`src/rtl/monster_sprite_renderer_if.sv`:
```
// Raster, position, colour and sprite-ROM signals between the pixel pipeline and the monster renderer.
// The slave modport is the renderer; the master modport is whatever drives the raster and models the ROM.
interface monster_sprite_renderer_if #(
  parameter int H_W = 10,
  parameter int V_W = 10
);
  logic [H_W-1:0] h_cnt;
  logic [V_W-1:0] v_cnt;
  logic           video_on;
  logic           frame_start;
  logic [H_W-1:0] mon_x;
  logic [V_W-1:0] mon_y;
  logic [11:0]    body_color;
  logic           fright;
  logic           fright_blink;
  logic [5:0]     rom_x;
  logic [5:0]     rom_y;
  logic [2:0]     rom_pixel;
  logic [11:0]    rgb;
  logic           sprite_hit;

  modport master (
    output h_cnt, v_cnt, video_on, frame_start, mon_x, mon_y,
           body_color, fright, fright_blink, rom_pixel,
    input  rom_x, rom_y, rgb, sprite_hit
  );

  modport slave (
    input  h_cnt, v_cnt, video_on, frame_start, mon_x, mon_y,
           body_color, fright, fright_blink, rom_pixel,
    output rom_x, rom_y, rgb, sprite_hit
  );
endinterface

```
`src/rtl/monster_sprite_renderer.sv`:
```
// Monster sprite renderer: raster -> ROM address (stage 1), ROM code -> RGB/hit (stage 3), 3-cycle latency.
// Define MONSTER_SCALE2_EN to draw the sprite at 2x (48x48 box, address = offset/2).
module monster_sprite_renderer #(
  parameter int          H_W          = 10,
  parameter int          V_W          = 10,
  parameter int          SPR_SIZE     = 24,
  parameter int          BLINK_SHIFT  = 4,
  parameter logic [11:0] C_EYE        = 12'hFFF,
  parameter logic [11:0] C_PUPIL      = 12'h22F,
  parameter logic [11:0] C_FRIGHT     = 12'h00F,
  parameter logic [11:0] C_FRIGHT_ALT = 12'hFFF
) (
  input  logic                        clk,
  input  logic                        rst_n,
  monster_sprite_renderer_if.slave    bus
);

`ifdef MONSTER_SCALE2_EN
  localparam int BOX = 2 * SPR_SIZE;
`else
  localparam int BOX = SPR_SIZE;
`endif
  localparam logic [H_W-1:0] BOX_H = H_W'(BOX);
  localparam logic [V_W-1:0] BOX_V = V_W'(BOX);

  logic [H_W-1:0]       r_pos_x;
  logic [V_W-1:0]       r_pos_y;
  logic [BLINK_SHIFT:0] r_frame_cnt;
  logic                 r_v1;
  logic                 r_v2;
  logic [5:0]           r_rom_x;
  logic [5:0]           r_rom_y;
  logic [11:0]          r_rgb;
  logic                 r_hit;

  logic [H_W-1:0]       w_dx;
  logic [V_W-1:0]       w_dy;
  logic                 w_in_box;
  logic [5:0]           w_rx;
  logic [5:0]           w_ry;
  logic [11:0]          w_rgb;
  logic                 w_opaque;

  // Unsigned offsets; the >= guards stop a wrapped difference from looking in-box near the counter top.
  always_comb begin
    w_dx     = bus.h_cnt - r_pos_x;
    w_dy     = bus.v_cnt - r_pos_y;
    w_in_box = bus.video_on
             && (bus.h_cnt >= r_pos_x) && (w_dx < BOX_H)
             && (bus.v_cnt >= r_pos_y) && (w_dy < BOX_V);
`ifdef MONSTER_SCALE2_EN
    w_rx = w_dx[6:1];
    w_ry = w_dy[6:1];
`else
    w_rx = w_dx[5:0];
    w_ry = w_dy[5:0];
`endif
  end

  always_comb begin
    w_rgb    = '0;
    w_opaque = 1'b0;
    case (bus.rom_pixel)
      3'd0: begin
        w_opaque = 1'b1;
        if (!bus.fright)
          w_rgb = bus.body_color;
        else if (bus.fright_blink && r_frame_cnt[BLINK_SHIFT])
          w_rgb = C_FRIGHT_ALT;
        else
          w_rgb = C_FRIGHT;
      end
      3'd2: begin
        w_opaque = 1'b1;
        w_rgb    = C_EYE;
      end
      3'd3: begin
        w_opaque = 1'b1;
        w_rgb    = bus.fright ? C_FRIGHT_ALT : C_PUPIL;
      end
      default: begin
        w_opaque = 1'b0;
        w_rgb    = '0;
      end
    endcase
  end

  // Stage 1 reads the old latched position, so a frame_start on a visible pixel only affects later pixels.
  always_ff @(posedge clk or negedge rst_n) begin
    if (!rst_n) begin
      r_pos_x     <= '0;
      r_pos_y     <= '0;
      r_frame_cnt <= '0;
      r_v1        <= 1'b0;
      r_v2        <= 1'b0;
      r_rom_x     <= '0;
      r_rom_y     <= '0;
      r_rgb       <= '0;
      r_hit       <= 1'b0;
    end else begin
      if (bus.frame_start) begin
        r_pos_x     <= bus.mon_x;
        r_pos_y     <= bus.mon_y;
        r_frame_cnt <= r_frame_cnt + 1'b1;
      end
      r_v1    <= w_in_box;
      r_rom_x <= w_in_box ? w_rx : '0;
      r_rom_y <= w_in_box ? w_ry : '0;
      r_v2    <= r_v1;
      r_hit   <= r_v2 && w_opaque;
      r_rgb   <= (r_v2 && w_opaque) ? w_rgb : '0;
    end
  end

  assign bus.rom_x      = r_rom_x;
  assign bus.rom_y      = r_rom_y;
  assign bus.rgb        = r_rgb;
  assign bus.sprite_hit = r_hit;

endmodule
```
`src/flat_wrapper.sv`:
```
// flat-port wrapper written by rule: the top's interface ports become plain ports
module monster_sprite_renderer_flat 
#(
  parameter int          H_W          = 10,
  parameter int          V_W          = 10,
  parameter int          SPR_SIZE     = 24,
  parameter int          BLINK_SHIFT  = 4,
  parameter logic [11:0] C_EYE        = 12'hFFF,
  parameter logic [11:0] C_PUPIL      = 12'h22F,
  parameter logic [11:0] C_FRIGHT     = 12'h00F,
  parameter logic [11:0] C_FRIGHT_ALT = 12'hFFF
)
  (clk, rst_n, bus_h_cnt, bus_v_cnt, bus_video_on, bus_frame_start, bus_mon_x, bus_mon_y, bus_body_color, bus_fright, bus_fright_blink, bus_rom_pixel, bus_rom_x, bus_rom_y, bus_rgb, bus_sprite_hit);
  monster_sprite_renderer_if #(.H_W(H_W), .V_W(V_W)) bus_i ();
  input  logic clk;
  input  logic rst_n;
  input wire logic [$bits(bus_i.h_cnt)-1:0] bus_h_cnt;
  input wire logic [$bits(bus_i.v_cnt)-1:0] bus_v_cnt;
  input wire logic [$bits(bus_i.video_on)-1:0] bus_video_on;
  input wire logic [$bits(bus_i.frame_start)-1:0] bus_frame_start;
  input wire logic [$bits(bus_i.mon_x)-1:0] bus_mon_x;
  input wire logic [$bits(bus_i.mon_y)-1:0] bus_mon_y;
  input wire logic [$bits(bus_i.body_color)-1:0] bus_body_color;
  input wire logic [$bits(bus_i.fright)-1:0] bus_fright;
  input wire logic [$bits(bus_i.fright_blink)-1:0] bus_fright_blink;
  input wire logic [$bits(bus_i.rom_pixel)-1:0] bus_rom_pixel;
  output wire logic [$bits(bus_i.rom_x)-1:0] bus_rom_x;
  output wire logic [$bits(bus_i.rom_y)-1:0] bus_rom_y;
  output wire logic [$bits(bus_i.rgb)-1:0] bus_rgb;
  output wire logic [$bits(bus_i.sprite_hit)-1:0] bus_sprite_hit;
  assign bus_i.h_cnt = bus_h_cnt;
  assign bus_i.v_cnt = bus_v_cnt;
  assign bus_i.video_on = bus_video_on;
  assign bus_i.frame_start = bus_frame_start;
  assign bus_i.mon_x = bus_mon_x;
  assign bus_i.mon_y = bus_mon_y;
  assign bus_i.body_color = bus_body_color;
  assign bus_i.fright = bus_fright;
  assign bus_i.fright_blink = bus_fright_blink;
  assign bus_i.rom_pixel = bus_rom_pixel;
  assign bus_rom_x = bus_i.rom_x;
  assign bus_rom_y = bus_i.rom_y;
  assign bus_rgb = bus_i.rgb;
  assign bus_sprite_hit = bus_i.sprite_hit;
  monster_sprite_renderer #(.H_W(H_W), .V_W(V_W), .SPR_SIZE(SPR_SIZE), .BLINK_SHIFT(BLINK_SHIFT), .C_EYE(C_EYE), .C_PUPIL(C_PUPIL), .C_FRIGHT(C_FRIGHT), .C_FRIGHT_ALT(C_FRIGHT_ALT)) u_core (.clk(clk), .rst_n(rst_n), .bus(bus_i));
endmodule
```
`config.mk`:
```
export PLATFORM = sky130hd
export DESIGN_NAME = monster_sprite_renderer_flat
export DESIGN_NICKNAME = d
export VERILOG_FILES = /design/src/rtl/monster_sprite_renderer_if.sv /design/src/rtl/monster_sprite_renderer.sv /design/src/flat_wrapper.sv
export SDC_FILE = /design/constraint.sdc
export NUM_CORES = 1
export LEC_CHECK = 0
export BUFFER_PORTS_ARGS = -buffer_cell sky130_fd_sc_hd__buf_2
export CAP_MARGIN = 20
export CORE_ASPECT_RATIO = 0.7
export CORE_MARGIN = 8
export CORE_UTILIZATION = 40
export CTS_CLUSTER_DIAMETER = 50
export CTS_CLUSTER_SIZE = 10
export DETAILED_ROUTE_END_ITERATION = 8
export PLACE_DENSITY_LB_ADDON = 0.12
export SKIP_CTS_REPAIR_TIMING = 1
export SLEW_MARGIN = 0
export SYNTH_ARGS = -nofsm -noshare
export SYNTH_HDL_FRONTEND = slang
export SYNTH_SLANG_ARGS = --single-unit
```
`constraint.sdc`:
```
create_clock -name clk -period 3.4 [get_ports clk]
set_clock_uncertainty 0.05 [all_clocks]
set_input_delay 0.68 -clock clk [delete_from_list [all_inputs] [get_ports clk]]
set_output_delay 0.68 -clock clk [all_outputs]
set_load 0.01 [all_outputs]
```
# Word-level counts from Yosys, hierarchy flattened
# Cells that the tools add are included.
[op_classes] add_sub_neg=3 mul=0 div=0 magnitude_cmp=4 n_eq_ne=2 shifts=0 mux=8 n_bitwise=0 reduce_logical=8
[op_table] cell="two-way mux 12 bit" count=4
[op_table] cell="one-hot mux 12 bit (3 select lines)" count=1
[op_table] cell=">= comparator 10 bit" count=2
[op_table] cell="< comparator 10 x 5 -> 1 bit, second input constant" count=2
[op_table] cell="subtractor 10 bit" count=2
[op_table] cell="two-way mux 6 bit" count=2
[op_table] cell="equality test 3 x 2 -> 1 bit, second input constant" count=2
[op_table] cell="logical AND 1 bit" count=6
[op_table] cell="adder 5 x 1 -> 5 bit, second input constant" count=1
[op_table] cell="zero test 3 bit" count=1
[op_table] cell="OR reduction 3 bit" count=1
[op_table] cell="two-way mux 1 bit" count=1
[word_totals] regBits=52 latchBits=0 ramBits=0 romBits=0 word_cells=34 mem_count=0

# Depth between registers and ports, before layout
# Gate-level depths: netlist (run 1).
[logic_depth] depth_word=6 ltp_mapped=12 ltp_nobuf=11

# Worst setup path before layout (run 1)
# No wires, ideal clock.
[synth_path] path_type="input-to-reg" from="input port bus_v_cnt[0]" to="register u_core.r_rom_x[1] (netlist: u_core.bus.rom_x[1])" setup_time_ns=0.101 arrival_ns=2.851 t_required_ns=3.249 path_slack_ns=0.398 cell_stages=12 cell_sequence="inv_1 -> ha_1 -> inv_1 -> fa_1 -> a21o_1 -> a221oi_1 -> mux2i_1 -> o2111ai_1 -> nor4b_2 -> nand4_1 -> buf_6 -> nor4_1"
[synth_via] elab_chain_len=4
[synth_rtl] item="from (decl)" line="flat_wrapper.sv:18" source="input wire logic [$bits(bus_i.v_cnt)-1:0] bus_v_cnt;"
[synth_rtl] item="subtractor 10 bit / >= comparator 10 bit (equally long branches)" line="monster_sprite_renderer.sv:47, monster_sprite_renderer.sv:50"
[synth_rtl] item="< comparator 10 x 5 -> 1 bit / logical AND 1 bit (equally long branches)" line="monster_sprite_renderer.sv:50" source="&& (bus.v_cnt >= r_pos_y) && (w_dy < BOX_V);"
[synth_rtl] item="logical AND 1 bit (*)" line="monster_sprite_renderer.sv:50"
[synth_rtl] item="two-way mux 6 bit (*)" line="monster_sprite_renderer.sv:107" source="r_rom_x <= w_in_box ? w_rx : '0;"
[synth_rtl] item="to (signal assigned)" line="monster_sprite_renderer.sv:107"
[synth_rtl] item="to (decl)" line="monster_sprite_renderer.sv:31" source="logic [5:0] r_rom_x;"
# Mark *: on every way between the ends. The rest lies on a longest branch, timed or not.
# A chain may end at the register's enable or synchronous reset.

# Worst setup path after layout (run 1)
[layout_path] from="input port bus_v_cnt[0]" to="register u_core.r_rom_y[2] (netlist: u_core.bus.rom_y[2])"
[layout_via] elab_chain_len=4
[layout_rtl] item="subtractor 10 bit / >= comparator 10 bit (equally long branches)" line="monster_sprite_renderer.sv:47, monster_sprite_renderer.sv:50"
[layout_rtl] item="< comparator 10 x 5 -> 1 bit / logical AND 1 bit (equally long branches)" line="monster_sprite_renderer.sv:50"
[layout_rtl] item="logical AND 1 bit" line="monster_sprite_renderer.sv:50"
[layout_rtl] item="two-way mux 6 bit (*)" line="monster_sprite_renderer.sv:108" source="r_rom_y <= w_in_box ? w_ry : '0;"
[layout_rtl] item="to (signal assigned)" line="monster_sprite_renderer.sv:108"
[layout_rtl] item="to (decl)" line="monster_sprite_renderer.sv:32" source="logic [5:0] r_rom_y;"
# Marks and branches as above.

==> results of run 1 <==
## layout by cell type, fill, tap and decap left out, types with 2 or more instances in the layout
cell / count
a21o_1: 7
a21oi_1: 19
a21oi_2: 2
a31oi_1: 5
and2_1: 2
and3_1: 2
buf_2: 85
buf_4: 4
clkbuf_8: 5
conb_1: 2
dfrtp_1: 52
fa_1: 2
ha_1: 21
inv_1: 27
mux2_2: 3
mux2i_1: 3
nand2_1: 33
nand2b_1: 4
nand3_1: 4
nand3b_1: 2
nand4_1: 6
nor2_1: 10
nor3_1: 3
nor4_1: 10
o2111ai_1: 2
o21ai_0: 33
o31ai_1: 2
or2b_1: 2
or2b_2: 2
xnor2_1: 7
xor2_1: 6
## worst paths after layout
| check | from | endpoint | slack [ps] |
|---|---|---|---|
| min in group clk | u_core.r_v1 | u_core.r_v2 | 310 |
| max reg2reg | u_core.r_pos_y[0] | u_core.bus.rom_y[2] | 470 |
| min reg2reg | u_core.r_v1 | u_core.r_v2 | 310 |
| max | bus_v_cnt[0] | u_core.bus.rom_y[2] | 320 |
| max in group asynchronous | rst_n | u_core.r_pos_x[3] | 2400 |
| min | rst_n | u_core.r_pos_y[0] | 250 |
## worst register-to-register path, delay by kind of cell, from the launching register on
kind,cells,cell delay [ps]
adder cells (fa/ha/maj),2,570
AND/OR/NAND/NOR,3,640
AO/OA/AOI/OAI,3,710
flip-flops,1,360
buffers and inverters,2,240
multiplexers,1,250
## flip-flops by register name, summed over array words and instances (netlist names)
name                   flops
u_core.r_v2                1
u_core.r_v1                1
u_core.r_pos_x            10
u_core.r_pos_y            10
u_core.bus.rom_x           6
u_core.r_frame_cnt         5
u_core.bus.rom_y           6
u_core.bus.rgb            12
u_core.bus.sprite_hit      1
## through the flow
step	hold slack (ps)	TNS [ps]	cell area [µm²]	instances
floorplan	281	0	2870	298
global placement	286	0	3400	472
detailed placement	286	-1.75	3400	472
CTS	263	0	3490	480
global route	266	0	3490	480
finish	253	0	3490	480
## report_power, final
part	switching, µW	leakage, µW	internal [µW]
Combinational	239	0.00108	198
Sequential	31.9	0.000674	672
Clock	222	0.0000445	147
Total	493	0.00180	1020
## layout make-up
type	instances	area [µm²]
sequential	52	1300
timing repair buffer	89	455
tap	94	118
multi-input combinational	210	1420
clock inverter	3	21.3
inverter	27	101
clock buffer	5	68.8
fill	653	3360
## metal layers
layer / GRT usage [%] / share of wire (%)
met5: 0 / 0
met2: 18.6 / 39
met1: 19.6 / 52
met3: 4.44 / 7.7
met4: 2.43 / 0.40
## kinds of logic after synthesis
group	after synthesis	share of synthesized area (%)
xor+xnor	13	3.98
buf+inv	36	5.03
simple gates	86	16.0
flops	52	45.5
mux	6	2.23
fa+ha+maj	23	10.6
compound gates	80	16.7
other cells	1	0.131
==> flow_metrics.py, run 1 <==
metrics = {
    "synthesis": {
        "yosys-top-cells-count": "52 x dfrtp_1, 33 x nand2_1, 33 x o21ai_0",
        "synth_cell_types": 47,
        "synth_edf_count": 0,
        "synth_cells": 297,
        "synthArstFlopShare_pct": 100,
        "ys.flop_type": "dfrtp_1",
        "yosysTopAreaCell": "dfrtp_1",
        "synth_warnings": 0,
        "synth_area_per_cell_um2": 9.64,
        "synth_seq_cells": 52,
        "synthesis.area_um2": 2860,
        "synth_area_leaders": "dfrtp_1 45%, ha_1 9.2%, o21ai_0 5.8%, nand2_1 4.3%, inv_1 3.5%",
        "synth.top_cell.area_share_pct": 45.5,
        "synth_most_common_cell": "dfrtp_1",
        "yosysSeqAreaShare_pct": 45.5,
    },
    "global_routing": {
        "grt_pass1_wl_um": 10800,
        "antenna_found_initial": 0,
        "grt_max_degree": 44,
        "grt.total_usage_pct": 13.4,
        "grt_overflow_total": 0,
        "grt_pass1_vias": 2258,
    },
    "placement": {
        "hpwl_um": 5420,
        "io_buffers": 85,
        "pre_cts_ws_ps": -1.75,
        "place_congestion": 0.785,
    },
    "critical_path": {
        "crit_top_cell": "inv_1",
        "cp_data_arrival_time_ps": 3230,
        "crit_type": "in2reg",
        "crit_buf_inv": 4,
        "cp_slowest_cell": "fa_1",
        "crit_fanout": 11,
        "cp.depth": 13,
        "crit_chain": "buf_2 > inv_1 > ha_1 > inv_1 > fa_1 > a21o_1 > a221oi_1 > mux2i_1 > o2111ai_1 > nor4b_2 > nand4_1 > buf_4 > nor4_1",
        "cp-end-kind": "register",
        "ff2ff_path_depth": 11,
        "worstPathRequired_ps": 3550,
        "critPathLaunchType": "input pin",
        "path_delay_family": "compound AO/OA/AOI/OAI gates",
        "slowest_delay_ps": 410,
    },
    "clock_tree": {
        "cts-root-buf": "clkbuf_8",
        "cts_tree": "done",
        "clkSlewWorstSetupHoldPaths_ps": 110,
        "worstSkewPairLatency_ps": 310,
        "htree_levels": 2,
        "numCtsBuffers": 5,
        "cts_max_path_buffers": 2,
        "cts.sinks": 52,
    },
    "layout": {
        "nets": 469,
        "syn2layout_area_growth_pct": 21.8,
        "final_util_pct": 50.9,
        "diodes": 0,
        "drive_gt1_share_pct": 28.8,
    },
    "routing": {
        "dr.pass1.iters": 4,
        "ant_nets": 0,
        "num_vias": 2289,
        "drtIter0Drc": 77,
        "drc": 0,
        "drt-total-wl_um": 6710,
        "avgRoutedWirePerCell_um": 14.0,
        "viasPerCell": 4.77,
    },
    "floorplanning": {
        "start_util_pct": 41.8,
        "std_cell_rows": 25,
        "io_pins": 86,
        "die_h_um": 86.8,
        "die-area_um2": 10200,
        "die_w_um": 117,
        "core_area_um2": 6850,
    },
    "sta": {
        "post-route-period-util_pct": 90.6,
        "min_period_ps": 3080,
        "hold_viol": 0,
        "grt_setup_unrepaired": "false",
        "tightest_slew_ps": 1080,
        "max_freq_mhz": 325,
        "worst_slack_ps": 320,
        "setup_viol": 0,
        "drv_slew": 0,
        "relSlewSlack_pct": 27.7,
    },
    "outcome": {
        "status": "completed",
    },
    "worst_hold_path": {
        "hold_class": "in2async",
    },
    "job": {
        "maxCapViolCount": 0,
    },
    "pwr": {
        "powerDensity_nw_per_um2": 433,
        "power.leakage_uw": 0.00180,
        "vdd_drop_max_mv": 0.210,
        "p_total_uw": 1510,
    },
}
(Power assumes the default switching activity.)
==> inputs of run 2 (changes only) <==
Settings changed: BUFFER_PORTS_ARGS -buffer_cell sky130_fd_sc_hd__buf_2 to -buffer_cell sky130_fd_sc_hd__buf_4.
==> run 2 against run 1 <==
Non-clock buffer count fell by 2. Clock power rose by 19%. Combinational power rose by 4%. Maximum frequency rose by 1.9%. Worst setup slack improved by 59 ps. Core utilization rose by 3.2 points. Cell count fell by 0.42%. Routed wire length rose by 2.3%. Sequential cell count did not move. Largest cell class unchanged. Largest power group unchanged.
==> flow_metrics.py, run 2 (same netlist as run 1, synthesis figures left out) <==
metrics = {
    "layout": {
        "diodes": 0,
        "fin_area_um2": 3710,
        "nets": 467,
        "fin_cells": 478,
        "layout_common_cells": "87 x buf_4, 52 x dfrtp_1, 33 x nand2_1, 33 x o21ai_0, 27 x inv_1",
        "syn2layout_area_growth_pct": 29.5,
        "final_common_cell": "buf_4",
        "drive_gt1_share_pct": 28.1,
        "largest_register_ffs": 12,
    },
    "sta": {
        "post-route-period-util_pct": 88.9,
        "hold_viol": 0,
        "whs_ps": 319,
        "min_period_ps": 3020,
        "drv_slew": 0,
        "max_freq_mhz": 331,
        "tns_ps": 0,
        "grt_setup_unrepaired": "false",
        "relSlewSlack_pct": 27.8,
        "tightest_slew_ps": 1080,
        "setup_viol": 0,
    },
    "floorplanning": {
        "std_cell_rows": 25,
        "io_pins": 86,
        "core_area_um2": 6850,
        "die-area_um2": 10200,
        "die_h_um": 86.8,
        "start_util_pct": 41.8,
        "die_w_um": 117,
    },
    "clock_tree": {
        "cts_max_path_buffers": 2,
        "worstSkewPairLatency_ps": 310,
        "cts_tree": "done",
        "numCtsBuffers": 5,
        "clkSlewWorstSetupHoldPaths_ps": 100,
        "cts.sinks": 52,
        "htree_levels": 2,
        "cts-root-buf": "clkbuf_8",
    },
    "global_routing": {
        "grt_max_degree": 53,
        "antenna_found_initial": 0,
        "grt_pass1_wl_um": 11300,
        "grt.total_usage_pct": 13.9,
        "grt_pass1_vias": 2413,
        "grt_overflow_total": 0,
    },
    "routing": {
        "drtIter0Drc": 111,
        "dr.pass1.iters": 4,
        "viasPerCell": 4.86,
        "num_vias": 2325,
        "drt-total-wl_um": 6860,
        "ant_nets": 0,
        "avgRoutedWirePerCell_um": 14.3,
        "drc": 0,
    },
    "critical_path": {
        "cp.depth": 13,
        "crit_chain": "buf_4 > inv_1 > ha_1 > inv_1 > fa_1 > a21o_1 > a221oi_1 > mux2i_1 > o2111ai_1 > nor4b_2 > nand4_1 > buf_4 > nor4_1",
        "crit_type": "in2reg",
        "cp_data_arrival_time_ps": 3170,
        "cp-end-kind": "register",
        "path_delay_family": "compound AO/OA/AOI/OAI gates",
        "slowest_delay_ps": 410,
        "crit_fanout": 11,
        "worstPathRequired_ps": 3550,
        "critPathLaunchType": "input pin",
        "crit_buf_inv": 4,
        "ff2ff_path_depth": 11,
        "cp_slowest_cell": "fa_1",
    },
    "pwr": {
        "p_total_uw": 1600,
        "power.leakage_uw": 0.00186,
        "vdd_drop_max_mv": 0.218,
        "powerDensity_nw_per_um2": 431,
    },
    "placement": {
        "io_buffers": 85,
        "place_congestion": 0.788,
        "hpwl_um": 5410,
        "place_area_um2": 3590,
        "place_inst": 470,
    },
    "worst_hold_path": {
        "hold_depth": 0,
        "hold_class": "reg2reg",
    },
    "job": {
        "maxCapViolCount": 0,
    },
    "outcome": {
        "status": "completed",
    },
}
## run 2: cell types whose count changed in the layout (fill, tap and decap cells not counted)
cell and change:
buf_2 -85, buf_4 +83, bufinv_16 +1, clkbuf_1 +1, clkinv_2 -1, clkinvlp_4 -1
## run 2: final cells by class
| class | instances | area [µm²] |
|---|---|---|
| Multi-Input combinational cell | 210 | 1420 |
| Timing Repair Buffer | 87 | 653 |
| Fill cell | 623 | 3140 |
| Clock inverter | 2 | 38.8 |
| Clock buffer | 6 | 72.6 |
| Tap cell | 94 | 118 |
| Sequential cell | 52 | 1300 |
| Inverter | 27 | 101 |
## run 2: report_power, final
group | switching, µW | internal [µW]
logic | 240 | 216
clock network | 216 | 223
registers | 31.3 | 672
## run 2: metal layers
metal | global-route usage [%] | wire (µm) | up-vias
li1 | - | - | 1203
met1 | 20.2 | 3610 | 1061
met2 | 20.1 | 2820 | 59
met3 | 3.68 | 401 | 2
met4 | 2.78 | 24 | 0
met5 | 0 | 0 | -
## run 2: per-stage QoR
| stage | worst slack [ps] | util, % |
|---|---|---|
| finish | 379 | 54.1 |
| global route | 112 | 54.1 |
| CTS | 340 | 54.1 |
| detailed placement | 19.0 | 52.5 |
| global placement | 152 | 52.5 |
| floorplan | 398 | - |
## run 2: path summary, 6_finish.rpt
kind                            slack (ps)              start             endpoint
worst max-delay path                   380       bus_v_cnt[0]  u_core.bus.rom_x[2]
worst min-delay path                   320        u_core.r_v1          u_core.r_v2
worst max register to register         520  u_core.r_pos_y[0]  u_core.bus.rom_x[2]
worst min register to register         320        u_core.r_v1          u_core.r_v2
max in group asynchronous             2510              rst_n    u_core.r_pos_x[6]
min in group asynchronous              340              rst_n    u_core.r_pos_y[2]
==> inputs of run 3 (changes only) <==
Settings changed: GPL_TIMING_DRIVEN set to 0.
Clock period 3.4 ns to 2.6 ns, I/O delays scaled along.
==> run 3 against run 2 <==
The flow now finishes with violations (negative setup slack). Final area grew 4.9%. Sequential cell count stayed put. Sequential share of layout area fell by 1.6 points. Power rose by 30%. Core utilization increased by 2.6 points. Global-route usage increased by 0.69 points. Via count increased by 3.3%. Worst setup slack got worse by 520 ps. Die area stayed put. Routed wire length up 8.8%. Critical path type is now reg2reg. First-iteration DRC count fell by 31%. Critical endpoint is now u_core.bus.rom_x[1]. Largest cell class unchanged. Cell count up 1.7%.
==> flow_metrics.py, run 3 (same netlist as run 1, synthesis figures left out) <==
metrics = {
    "layout": {
        "syn2layout_area_growth_pct": 35.8,
        "final_common_cell": "buf_4",
        "fin_area_um2": 3890,
        "drive_gt1_share_pct": 32.4,
        "nets": 475,
        "largest_register_ffs": 12,
        "layout_common_cells": "84 x buf_4, 52 x dfrtp_1, 33 x nand2_1, 33 x o21ai_0, 25 x inv_1",
        "diodes": 0,
    },
    "sta": {
        "min_period_ps": 2740,
        "setup_viol": 11,
        "max_freq_mhz": 365,
        "whs_ps": 192,
        "drv_slew": 0,
        "relSlewSlack_pct": 55.3,
        "post-route-period-util_pct": 105,
        "grt_setup_unrepaired": "true",
        "hold_viol": 0,
        "tightest_slew_ps": 670,
        "worst_slack_ps": -136,
    },
    "floorplanning": {
        "die-area_um2": 10200,
        "core_area_um2": 6850,
        "die_w_um": 117,
        "io_pins": 86,
        "start_util_pct": 41.8,
        "std_cell_rows": 25,
        "die_h_um": 86.8,
    },
    "pwr": {
        "pwr-share-seq_pct": 44.4,
        "p_total_uw": 2080,
        "power.leakage_uw": 0.00190,
        "power_switching_uw": 684,
        "powerDensity_nw_per_um2": 534,
        "intPower_uw": 1390,
        "comb_power_share_pct": 32.1,
        "clkPwrFrac_pct": 23.5,
        "switching_share_pct": 32.9,
        "vdd_drop_max_mv": 0.219,
    },
    "critical_path": {
        "ff2ff_path_depth": 11,
        "critPathLaunchType": "register",
        "crit_type": "reg2reg",
        "worstPathRequired_ps": 2760,
        "r2r_end": "u_core.bus.rom_x[1]",
        "reg2reg_slack_ps": -140,
        "endpoint": "u_core.bus.rom_x[1]",
        "startpoint": "u_core.r_pos_y[0]",
        "crit_fanout": 5,
        "cp_data_arrival_time_ps": 2900,
        "cp-end-kind": "register",
        "reg2reg_from": "u_core.r_pos_y[0]",
    },
    "routing": {
        "drt-total-wl_um": 7460,
        "drc": 0,
        "dr.pass1.iters": 4,
        "drtIter0Drc": 77,
        "ant_nets": 0,
        "num_vias": 2402,
        "viasPerCell": 4.94,
        "avgRoutedWirePerCell_um": 15.3,
    },
    "global_routing": {
        "grt.total_usage_pct": 14.6,
        "grt_use_met3_pct": 4.93,
        "grt_pass1_wl_um": 11700,
        "antenna_found_initial": 0,
        "gr-max-usage-layer": "met1",
        "grt_overflow_total": 0,
        "grt_pass1_vias": 2357,
        "grt_use_met1_pct": 21.1,
        "grt_use_met2_pct": 20.5,
        "grt_max_degree": 53,
    },
    "clock_tree": {
        "htree_levels": 2,
        "numCtsBuffers": 5,
        "worstSkewPairLatency_ps": 310,
        "cts-root-buf": "clkbuf_8",
        "cts.sinks": 52,
        "clkSlewWorstSetupHoldPaths_ps": 90,
        "cts_max_path_buffers": 2,
        "cts_tree": "done",
    },
    "job": {
        "maxCapViolCount": 0,
    },
    "placement": {
        "place_area_um2": 3650,
        "hpwl_um": 5760,
        "io_buffers": 83,
        "place_congestion": 0.788,
    },
    "outcome": {
        "violations": "negative setup slack",
        "status": "finished, violations left",
    },
    "worst_hold_path": {
        "hold_class": "in2async",
    },
}
[run 3: cell types whose count changed in the layout (fill, tap and decap cells not counted), sizes merged]
cell	before	now
clkinvlp	0	1
bufinv	1	0
inv	28	27
clkbuf	6	15
[run 3: worst min path at each step]
stage	slack (ps)	cells after the start	end	from
5_1_grt	240	1	u_core.r_pos_y[0]	rst_n
3_5_place_dp	290	0	u_core.r_v2	u_core.r_v1
3_3_place_gp	280	0	u_core.r_v2	u_core.r_v1
6_report	190	1	u_core.r_pos_y[0]	rst_n
4_1_cts	210	1	u_core.r_pos_y[0]	rst_n
2_1_floorplan	170	0	u_core.bus.rgb[0]	rst_n
[run 3: layout make-up]
cell class / count / area, µm²
clock inverter: 1 / 7.51
fill: 631 / 2960
multi-input combinational: 210 / 1570
clock buffer: 7 / 86.3
tap: 94 / 118
timing repair buffer: 86 / 647
buffer: 9 / 42.5
sequential: 52 / 1300
inverter: 27 / 114
[run 3: critical path, cell delays in order (launching register included)]
cell and delay, ps:
dfrtp_1 390, ha_4 140, inv_2 30, fa_2 350
a21o_1 200, a221oi_2 260, mux2i_1 270, o2111ai_2 130
nor4b_2 220, nand4_1 230, buf_6 210, nor4_2 160
[run 3: per-stage QoR]
stage,setup WS (ps),utilization (%),TNS (ps),instances
after floorplan,-94.9,-,-851,298
after global placement,-485,53.2,-4730,475
after detailed placement,-473,53.2,-4820,475
after CTS,-189,54.6,-1710,483
after global routing,-334,56.7,-3310,486
final,-136,56.7,-1040,486
[run 3: metal layers]
metal / routed length (µm) / part of all wire [%]
met4: 28 / 0.38
met1: 3700 / 50
met2: 3270 / 44
met5: 0 / 0
met3: 458 / 6.1
[run 3: power groups by stage]
stage / sequential, µW / clock (µW) / combinational (µW)
after CTS: 922 / 509 / 616
after global placement: 935 / 0 / 599
final: 922 / 488 / 667
after global routing: 927 / 529 / 749
after floorplan: 929 / 0 / 424
after detailed placement: 937 / 0 / 612
